$ cat src/rtl/gtp_blkarb_pkg.sv
// Shared constants, FSM encoding and header helpers for the GTP lane-0 block arbiter.
package gtp_blkarb_pkg;

    localparam logic [15:0] KCOMMA_DEF = 16'h50BC;
    localparam logic [7:0]  KTRIG_DEF  = 8'h1C;

    typedef enum logic {
        StIdle,
        StSend
    } state_e;

    // Length field sits in the low lenw bits of the header; upper bits are payload.
    function automatic logic [63:0] hdr_len(input logic [63:0] hdr, input int unsigned lenw);
        logic [63:0] m;
        m = (64'd1 << lenw) - 64'd1;
        return hdr & m;
    endfunction

endpackage

$ cat src/rtl/gtp_blkarb_if.sv
// Channel-side and GTP-side signal bundle of the block arbiter.
interface gtp_blkarb_if #(
    parameter int unsigned NCHAN = 16,
    parameter int unsigned DW    = 16
);
    logic [NCHAN*DW-1:0] data;
    logic [NCHAN-1:0]    req;
    logic [NCHAN-1:0]    ack;
    logic [NCHAN-1:0]    mask;
    logic                trigger;
    logic [DW-1:0]       dout;
    logic                kchar;
    logic                busy;
    logic [15:0]         blkcnt;
    logic                err_len;

    modport master (
        output data, req, mask, trigger,
        input  ack, dout, kchar, busy, blkcnt, err_len
    );

    modport slave (
        input  data, req, mask, trigger,
        output ack, dout, kchar, busy, blkcnt, err_len
    );

endinterface

$ cat src/rtl/gtp_rrpick.sv
// Combinational round-robin pick: first set bit of cand at or above ptr, wrapping around.
module gtp_rrpick #(
    parameter int unsigned  N  = 16,
    localparam int unsigned PW = (N > 1) ? $clog2(N) : 1
) (
    input  logic [N-1:0]  cand_i,
    input  logic [PW-1:0] ptr_i,
    output logic [PW-1:0] gnt_o,
    output logic          valid_o
);

    int unsigned idx;

    always_comb begin
        gnt_o   = '0;
        valid_o = 1'b0;
        idx     = 0;
        for (int unsigned i = 0; i < N; i++) begin
            idx = (32'(ptr_i) + i) % N;
            if (!valid_o && cand_i[idx]) begin
                valid_o = 1'b1;
                gnt_o   = PW'(idx);
            end
        end
    end

endmodule

$ cat src/rtl/gtp_blkarb.sv
// Merges length-prefixed channel blocks into one GTP word stream with idle commas
// and sequence-numbered trigger K-chars.
module gtp_blkarb
    import gtp_blkarb_pkg::*;
#(
    parameter int unsigned NCHAN  = 16,
    parameter int unsigned DW     = 16,
    parameter int unsigned LENW   = 9,
    parameter int unsigned MAXLEN = 255,
    parameter logic [15:0] KCOMMA = KCOMMA_DEF,
    parameter logic [7:0]  KTRIG  = KTRIG_DEF
) (
    input logic        clk,
    input logic        rst_n,
    gtp_blkarb_if.slave bus
);

    localparam int unsigned PW = (NCHAN > 1) ? $clog2(NCHAN) : 1;

    state_e          state_q, state_d;
    logic [PW-1:0]   gnt_q, gnt_d;
    logic [PW-1:0]   ptr_q, ptr_d;
    logic            first_q, first_d;
    logic [LENW-1:0] rem_q, rem_d;
    logic [DW-1:0]   dout_q, dout_d;
    logic            kchar_q, kchar_d;
    logic [15:0]     blkcnt_q, blkcnt_d;
    logic            err_q, err_d;
    logic [7:0]      trigseq_q, trigseq_d;

    logic [NCHAN-1:0] ack;
    logic [PW-1:0]    pick_gnt;
    logic             pick_valid;
    logic [DW-1:0]    word;
    logic [63:0]      hlen;
    logic             clip;
    logic [LENW-1:0]  start_len;
    logic             acked;
    logic             last;

    gtp_rrpick #(
        .N(NCHAN)
    ) u_pick (
        .cand_i (bus.req & bus.mask),
        .ptr_i  (ptr_q),
        .gnt_o  (pick_gnt),
        .valid_o(pick_valid)
    );

    assign word      = bus.data[32'(gnt_q) * DW +: DW];
    assign hlen      = hdr_len(64'(word), LENW);
    assign clip      = hlen > 64'(MAXLEN);
    assign start_len = clip ? LENW'(MAXLEN) : LENW'(hlen);
    // A trigger slot steals the cycle: the granted channel simply holds its word.
    assign acked     = (state_q == StSend) && !bus.trigger;

    always_comb begin
        state_d   = state_q;
        gnt_d     = gnt_q;
        ptr_d     = ptr_q;
        first_d   = first_q;
        rem_d     = rem_q;
        blkcnt_d  = blkcnt_q;
        err_d     = err_q;
        trigseq_d = trigseq_q;
        ack       = '0;
        last      = 1'b0;
        dout_d    = DW'(KCOMMA);
        kchar_d   = 1'b1;

        if (bus.trigger) begin
            dout_d    = DW'({trigseq_q, KTRIG});
            trigseq_d = trigseq_q + 8'd1;
        end else if (acked) begin
            dout_d  = word;
            kchar_d = 1'b0;
        end

        unique case (state_q)
            StIdle: begin
                if (pick_valid) begin
                    gnt_d   = pick_gnt;
                    ptr_d   = (pick_gnt == PW'(NCHAN - 1)) ? '0 : pick_gnt + 1'b1;
                    state_d = StSend;
                    first_d = 1'b1;
                end
            end
            StSend: begin
                if (acked) begin
                    ack[gnt_q] = 1'b1;
                    if (first_q) begin
                        first_d = 1'b0;
                        rem_d   = start_len;
                        last    = (start_len == '0);
                        if (clip) err_d = 1'b1;
                    end else begin
                        rem_d = rem_q - 1'b1;
                        last  = (rem_q == LENW'(1));
                    end
                    if (last) begin
                        state_d  = StIdle;
                        blkcnt_d = blkcnt_q + 16'd1;
                    end
                end
            end
            default: state_d = StIdle;
        endcase
    end

    always_ff @(posedge clk) begin
        if (!rst_n) begin
            state_q   <= StIdle;
            gnt_q     <= '0;
            ptr_q     <= '0;
            first_q   <= 1'b0;
            rem_q     <= '0;
            dout_q    <= DW'(KCOMMA);
            kchar_q   <= 1'b1;
            blkcnt_q  <= '0;
            err_q     <= 1'b0;
            trigseq_q <= '0;
        end else begin
            state_q   <= state_d;
            gnt_q     <= gnt_d;
            ptr_q     <= ptr_d;
            first_q   <= first_d;
            rem_q     <= rem_d;
            dout_q    <= dout_d;
            kchar_q   <= kchar_d;
            blkcnt_q  <= blkcnt_d;
            err_q     <= err_d;
            trigseq_q <= trigseq_d;
        end
    end

    assign bus.ack     = ack;
    assign bus.dout    = dout_q;
    assign bus.kchar   = kchar_q;
    assign bus.busy    = (state_q == StSend);
    assign bus.blkcnt  = blkcnt_q;
    assign bus.err_len = err_q;

endmodule
$ cat src/flat_wrapper.sv
// flat-port wrapper written by rule: the top's interface ports become plain ports
module gtp_blkarb_flat import gtp_blkarb_pkg::*;
#(
    parameter int unsigned NCHAN  = 16,
    parameter int unsigned DW     = 16,
    parameter int unsigned LENW   = 9,
    parameter int unsigned MAXLEN = 255,
    parameter logic [15:0] KCOMMA = KCOMMA_DEF,
    parameter logic [7:0]  KTRIG  = KTRIG_DEF
)
  (clk, rst_n, bus_data, bus_req, bus_mask, bus_trigger, bus_ack, bus_dout, bus_kchar, bus_busy, bus_blkcnt, bus_err_len);
  gtp_blkarb_if #(.NCHAN(NCHAN), .DW(DW)) bus_i ();
  input logic clk;
  input logic rst_n;
  input wire logic [$bits(bus_i.data)-1:0] bus_data;
  input wire logic [$bits(bus_i.req)-1:0] bus_req;
  input wire logic [$bits(bus_i.mask)-1:0] bus_mask;
  input wire logic [$bits(bus_i.trigger)-1:0] bus_trigger;
  output wire logic [$bits(bus_i.ack)-1:0] bus_ack;
  output wire logic [$bits(bus_i.dout)-1:0] bus_dout;
  output wire logic [$bits(bus_i.kchar)-1:0] bus_kchar;
  output wire logic [$bits(bus_i.busy)-1:0] bus_busy;
  output wire logic [$bits(bus_i.blkcnt)-1:0] bus_blkcnt;
  output wire logic [$bits(bus_i.err_len)-1:0] bus_err_len;
  assign bus_i.data = bus_data;
  assign bus_i.req = bus_req;
  assign bus_i.mask = bus_mask;
  assign bus_i.trigger = bus_trigger;
  assign bus_ack = bus_i.ack;
  assign bus_dout = bus_i.dout;
  assign bus_kchar = bus_i.kchar;
  assign bus_busy = bus_i.busy;
  assign bus_blkcnt = bus_i.blkcnt;
  assign bus_err_len = bus_i.err_len;
  gtp_blkarb #(.NCHAN(NCHAN), .DW(DW), .LENW(LENW), .MAXLEN(MAXLEN), .KCOMMA(KCOMMA), .KTRIG(KTRIG)) u_core (.clk(clk), .rst_n(rst_n), .bus(bus_i));
endmodule
$ cat config.mk
export PLATFORM = sky130hd
export DESIGN_NAME = gtp_blkarb_flat
export DESIGN_NICKNAME = d
export VERILOG_FILES = /design/src/rtl/gtp_blkarb_pkg.sv /design/src/rtl/gtp_blkarb_if.sv /design/src/rtl/gtp_rrpick.sv /design/src/rtl/gtp_blkarb.sv /design/src/flat_wrapper.sv
export SDC_FILE = /design/constraint.sdc
export NUM_CORES = 1
export LEC_CHECK = 0
export ABC_AREA = 1
export CORE_MARGIN = 2
export CORE_UTILIZATION = 42
export DETAILED_ROUTE_END_ITERATION = 10
export HOLD_SLACK_MARGIN = 0.1
export PLACE_DENSITY = 0.93
export RECOVER_POWER = 100
export SLEW_MARGIN = 20
export SYNTH_ARGS = -nofsm -noshare
export SYNTH_HDL_FRONTEND = slang
export SYNTH_HIERARCHICAL = 1
export SYNTH_SLANG_ARGS = --single-unit
$ cat constraint.sdc
create_clock -name clk -period 4 [get_ports clk]
set_input_delay 0.4 -clock clk [delete_from_list [all_inputs] [get_ports clk]]
set_output_delay 0.4 -clock clk [all_outputs]
set_load 0.02 [all_outputs]
==> results.txt <==
Final setup TNS: 0 ns
Crit start category: register
Remaining DRCs: 0
Grt ovf: 0
DR WL/cell: 16.7 µm
Worst-path fanout max: 50
Max Clk Rate: 264 MHz
Compound-gate portion of the synthesized area: 11.8%
Design area: 10900 µm²
Largest net degree at the start of global routing: 51
Run status: finished, final reports clean
Register area share after synthesis: 17.3%
Core ar.: 16500 µm²
Std-Cell Rows: 47
CTS tree: built
Initial Util: 42.7%
Worst min path class: register to register
Main synth FF type: dfxtp_1
R2r endpoint: u_core/bus.blkcnt[1]
Post-CTS Setup Inserts: 0
DR WL met3: 3010 µm
Final setup fails: 0
Post-synth top area share: 28.0%
Clk slew on worst S/H paths: 0.05 ns
Post-Route M1 WL: 12000 µm
WS Path Type: register to output pin
Share of total power in combinational logic: 75.0%
Post-synthesis simple-gate area fraction: 55.6%
Combinational family with the most area after synthesis: simple AND/OR/NAND/NOR gates
WP data required: 3.60 ns
Layout cells sized above 1: 4.92%
Worst R2R Path Depth: 17
TritonCTS buffer count: 9
First-pass GRT wire length: 47000 µm
RSZ-0062 raised after global routing: false
CTS Buffer Depth: 2
DR WL met2: 14400 µm
Vias in the first global route: 9176
Final Critical Period: 3.79 ns
Min-Delay Endpoint: u_core/trigseq_q[0]
Area delta synth->final: 54.6%
Crit path launch: u_core/gnt_q[0]
Sw Share: 56.3%
Ports: 342
EDFF count, synth: 0
Die Wd: 134 µm
Die Y: 134 µm
Detailed Route WL: 30800 µm
Starting DRT DRC Count: 836
Worst vdd ir: 395 µV
Total Routing Usage GR: 32.8%
Seq pwr share: 13.1%
Pwr Density: 580 nW/µm²
Warnings, synthesis: 6
Nets: 1925
Unique masters post-synth: 47
Post-CTS Hold Buffers: 0
Via count: 10000
DP Area: 10600 µm²
Hold path depth: 1
Post-DP HPWL: 24400 µm
DR pass1 iterations: 6
Yosys top cell by area: nand2_1
Max layer used: met5
Worst Setup End Kind: output pin
FF-to-FF setup slack: 0.24 ns
H-tree levels: 3
Via/cell ratio: 5.42
Ys async rst share: 0%
CTS sink cnt: 61
Mux share of post-synthesis cell area: 0%
Adder-Cell Fraction of Synth Area: 2.13%
Data arrival time of the worst path: 3.39 ns
Synth top area cells: nand2_1, dfxtp_1, nand3_1
Internal power: 2.77 mW
Fin. max-slew vios: 0
Syn avg cell area: 5.41 µm²
RePlAce Congestion: 0.949
Relative slew slack: 1.03%
Clock Skews: 0.00596 ns
Tcrit/Tclk final: 94.7%
Clock Power Share: 11.9%
Slew of the pin with the lowest slew margin: 1.48 ns
Net Count, Synth: 1608
Root Buffer Master: clkbuf_16
Mapped Area: 7060 µm²
Sw Pwr: 3.56 mW
Port-buffer cells: 341
Leak pwr: 4.97 nW
Gate Count Post-Synth: 1305
Post-synthesis register bit count: 61
Die Area: 17900 µm²
Max-capacitance violation count: 0
XOR/XNOR share of the synthesized area: 2.06%
Final hold violation count: 0
Antenna violations before repair: 3
Clock latency on the worst-skew pair: 0.33 ns
Hold Crit Start: u_core/trigseq_q[0]
FF-to-FF Start: u_core/gnt_q[0]
Final ANT Viol Nets: 0
cell families (layout without fill, tap and decap cells):
| family | Yosys count | in the layout |
|---|---|---|
| AOI/OAI and AO/OA | 133 | 133 |
| xor gates and xnor gates | 14 | 14 |
| adders and majority gates | 12 | 12 |
| buffers and inverters | 181 | 502 |
| DFF | 61 | 61 |
| other | 0 | 2 |
| and+or+nand+nor | 904 | 904 |
cell usage after synthesis, types with 8 or more instances:
| cell type | n |
|---|---|
| nand2_1 | 527 |
| nand3_1 | 186 |
| nor2_1 | 112 |
| inv_1 | 103 |
| dfxtp_1 | 61 |
| a21oi_1 | 34 |
| nand4_1 | 31 |
| a22oi_1 | 29 |
| a31oi_1 | 23 |
| clkbuf_1 | 23 |
| buf_2 | 19 |
| o21ai_0 | 18 |
| ha_1 | 12 |
| nand2_2 | 9 |
| buf_1 | 8 |
| inv_2 | 8 |
area by class of cell:
class / instances / area (µm²)
Fill cell: 1510 / 5610
Antenna cell: 2 / 5.00
Inverter: 117 / 444
Sequential cell: 61 / 1230
Clock buffer: 13 / 250
Multi-Input combinational cell: 1063 / 5050
Timing Repair Buffer: 370 / 3620
Clock inverter: 2 / 35.0
Tap cell: 220 / 275
through the flow:
step | utilization [%] | setup WS, ns | instances | hold slack [ns] | total power, mW
after global routing | 66.0 | 0.0431 | 1848 | 0.520 | 6.83
final | 66.0 | 0.212 | 1848 | 0.501 | 6.33
after detailed placement | 64.4 | 0.376 | 1831 | 0.481 | 5.48
after floorplan | - | 0.678 | 1305 | 0.442 | 4.08
after CTS | 66.2 | 0.327 | 1846 | 0.487 | 6.26
after global placement | 64.4 | 0.501 | 1831 | 0.472 | 5.44
worst max path at each step:
stage / depth (start not counted) / to / slack, ns
6_report: 5 / bus_ack[0] / 0.21
5_1_grt: 5 / bus_ack[2] / 0.04
4_1_cts: 21 / u_core/ptr_q[3] / 0.33
3_5_place_dp: 21 / u_core/ptr_q[3] / 0.38
3_3_place_gp: 21 / u_core/ptr_q[3] / 0.50
2_1_floorplan: 25 / u_core/ptr_q[3] / 0.68
state kept, by name (all words and copies together), names as in the netlist:
signal and flops:
u_core/bus.blkcnt 16, u_core/bus.kchar 1, u_core/bus.busy 1, u_core/gnt_q 4
u_core/bus.err_len 1, u_core/first_q 1, u_core/rem_q 9, u_core/trigseq_q 8
u_core/bus.dout 16, u_core/ptr_q 4
metal layers:
layer | GRT usage [%] | up-vias
met5 | 0 | -
li1 | - | 4895
met3 | 7.57 | 107
met1 | 39.2 | 4479
met4 | 15.8 | 2
met2 | 55.6 | 533
worst max-delay path: stages (launching register included):
cell,delay (ns)
dfxtp_4,0.50
clkbuf_2,0.61
nor2_2,0.81
nand2_1,0.26
nor2_1,0.19
dlygate4sd3_1,0.70
cells in the final DEF, fill, tap and decap left out, drive strengths merged:
| cell type | n |
|---|---|
| a31o | 1 |
| nor4 | 7 |
| a32o | 2 |
| o31ai | 2 |
| o22ai | 5 |
| dfxtp | 61 |
| or2 | 2 |
| o2111ai | 2 |
| nand4 | 35 |
| nand3b | 3 |
| diode | 2 |
| a221oi | 1 |
| o21ai | 25 |
| clkinv | 6 |
| o211ai | 3 |
| nor3b | 1 |
| o21a | 2 |
| buf | 25 |
| clkdlybuf4s50 | 292 |
| nor3 | 10 |
| nand2 | 537 |
| a22oi | 29 |
| a211oi | 3 |
| a21oi | 34 |
| a31oi | 24 |
| dlygate4sd3 | 49 |
| clkbuf | 17 |
| nor2 | 122 |
| ha | 12 |
| xor2 | 9 |
| inv | 112 |
| nand3 | 187 |
| xnor2 | 5 |
| bufinv | 1 |
repair_timing:
| item | in CTS | in global routing |
|---|---|---|
| setup endpoints to repair | 0 | 3 |
| hold endpoints to repair | 0 | 0 |
| gates resized for setup | 0 | 3 |
power groups by stage:
stage / combinational, mW / sequential, mW / clock [mW]
finish: 4.75 / 0.828 / 0.756
floorplan: 3.33 / 0.752 / 0
detailed placement: 4.64 / 0.839 / 0
CTS: 4.67 / 0.827 / 0.768
global route: 5.19 / 0.843 / 0.791
global placement: 4.60 / 0.837 / 0
Power figures use the tool's default switching activity.
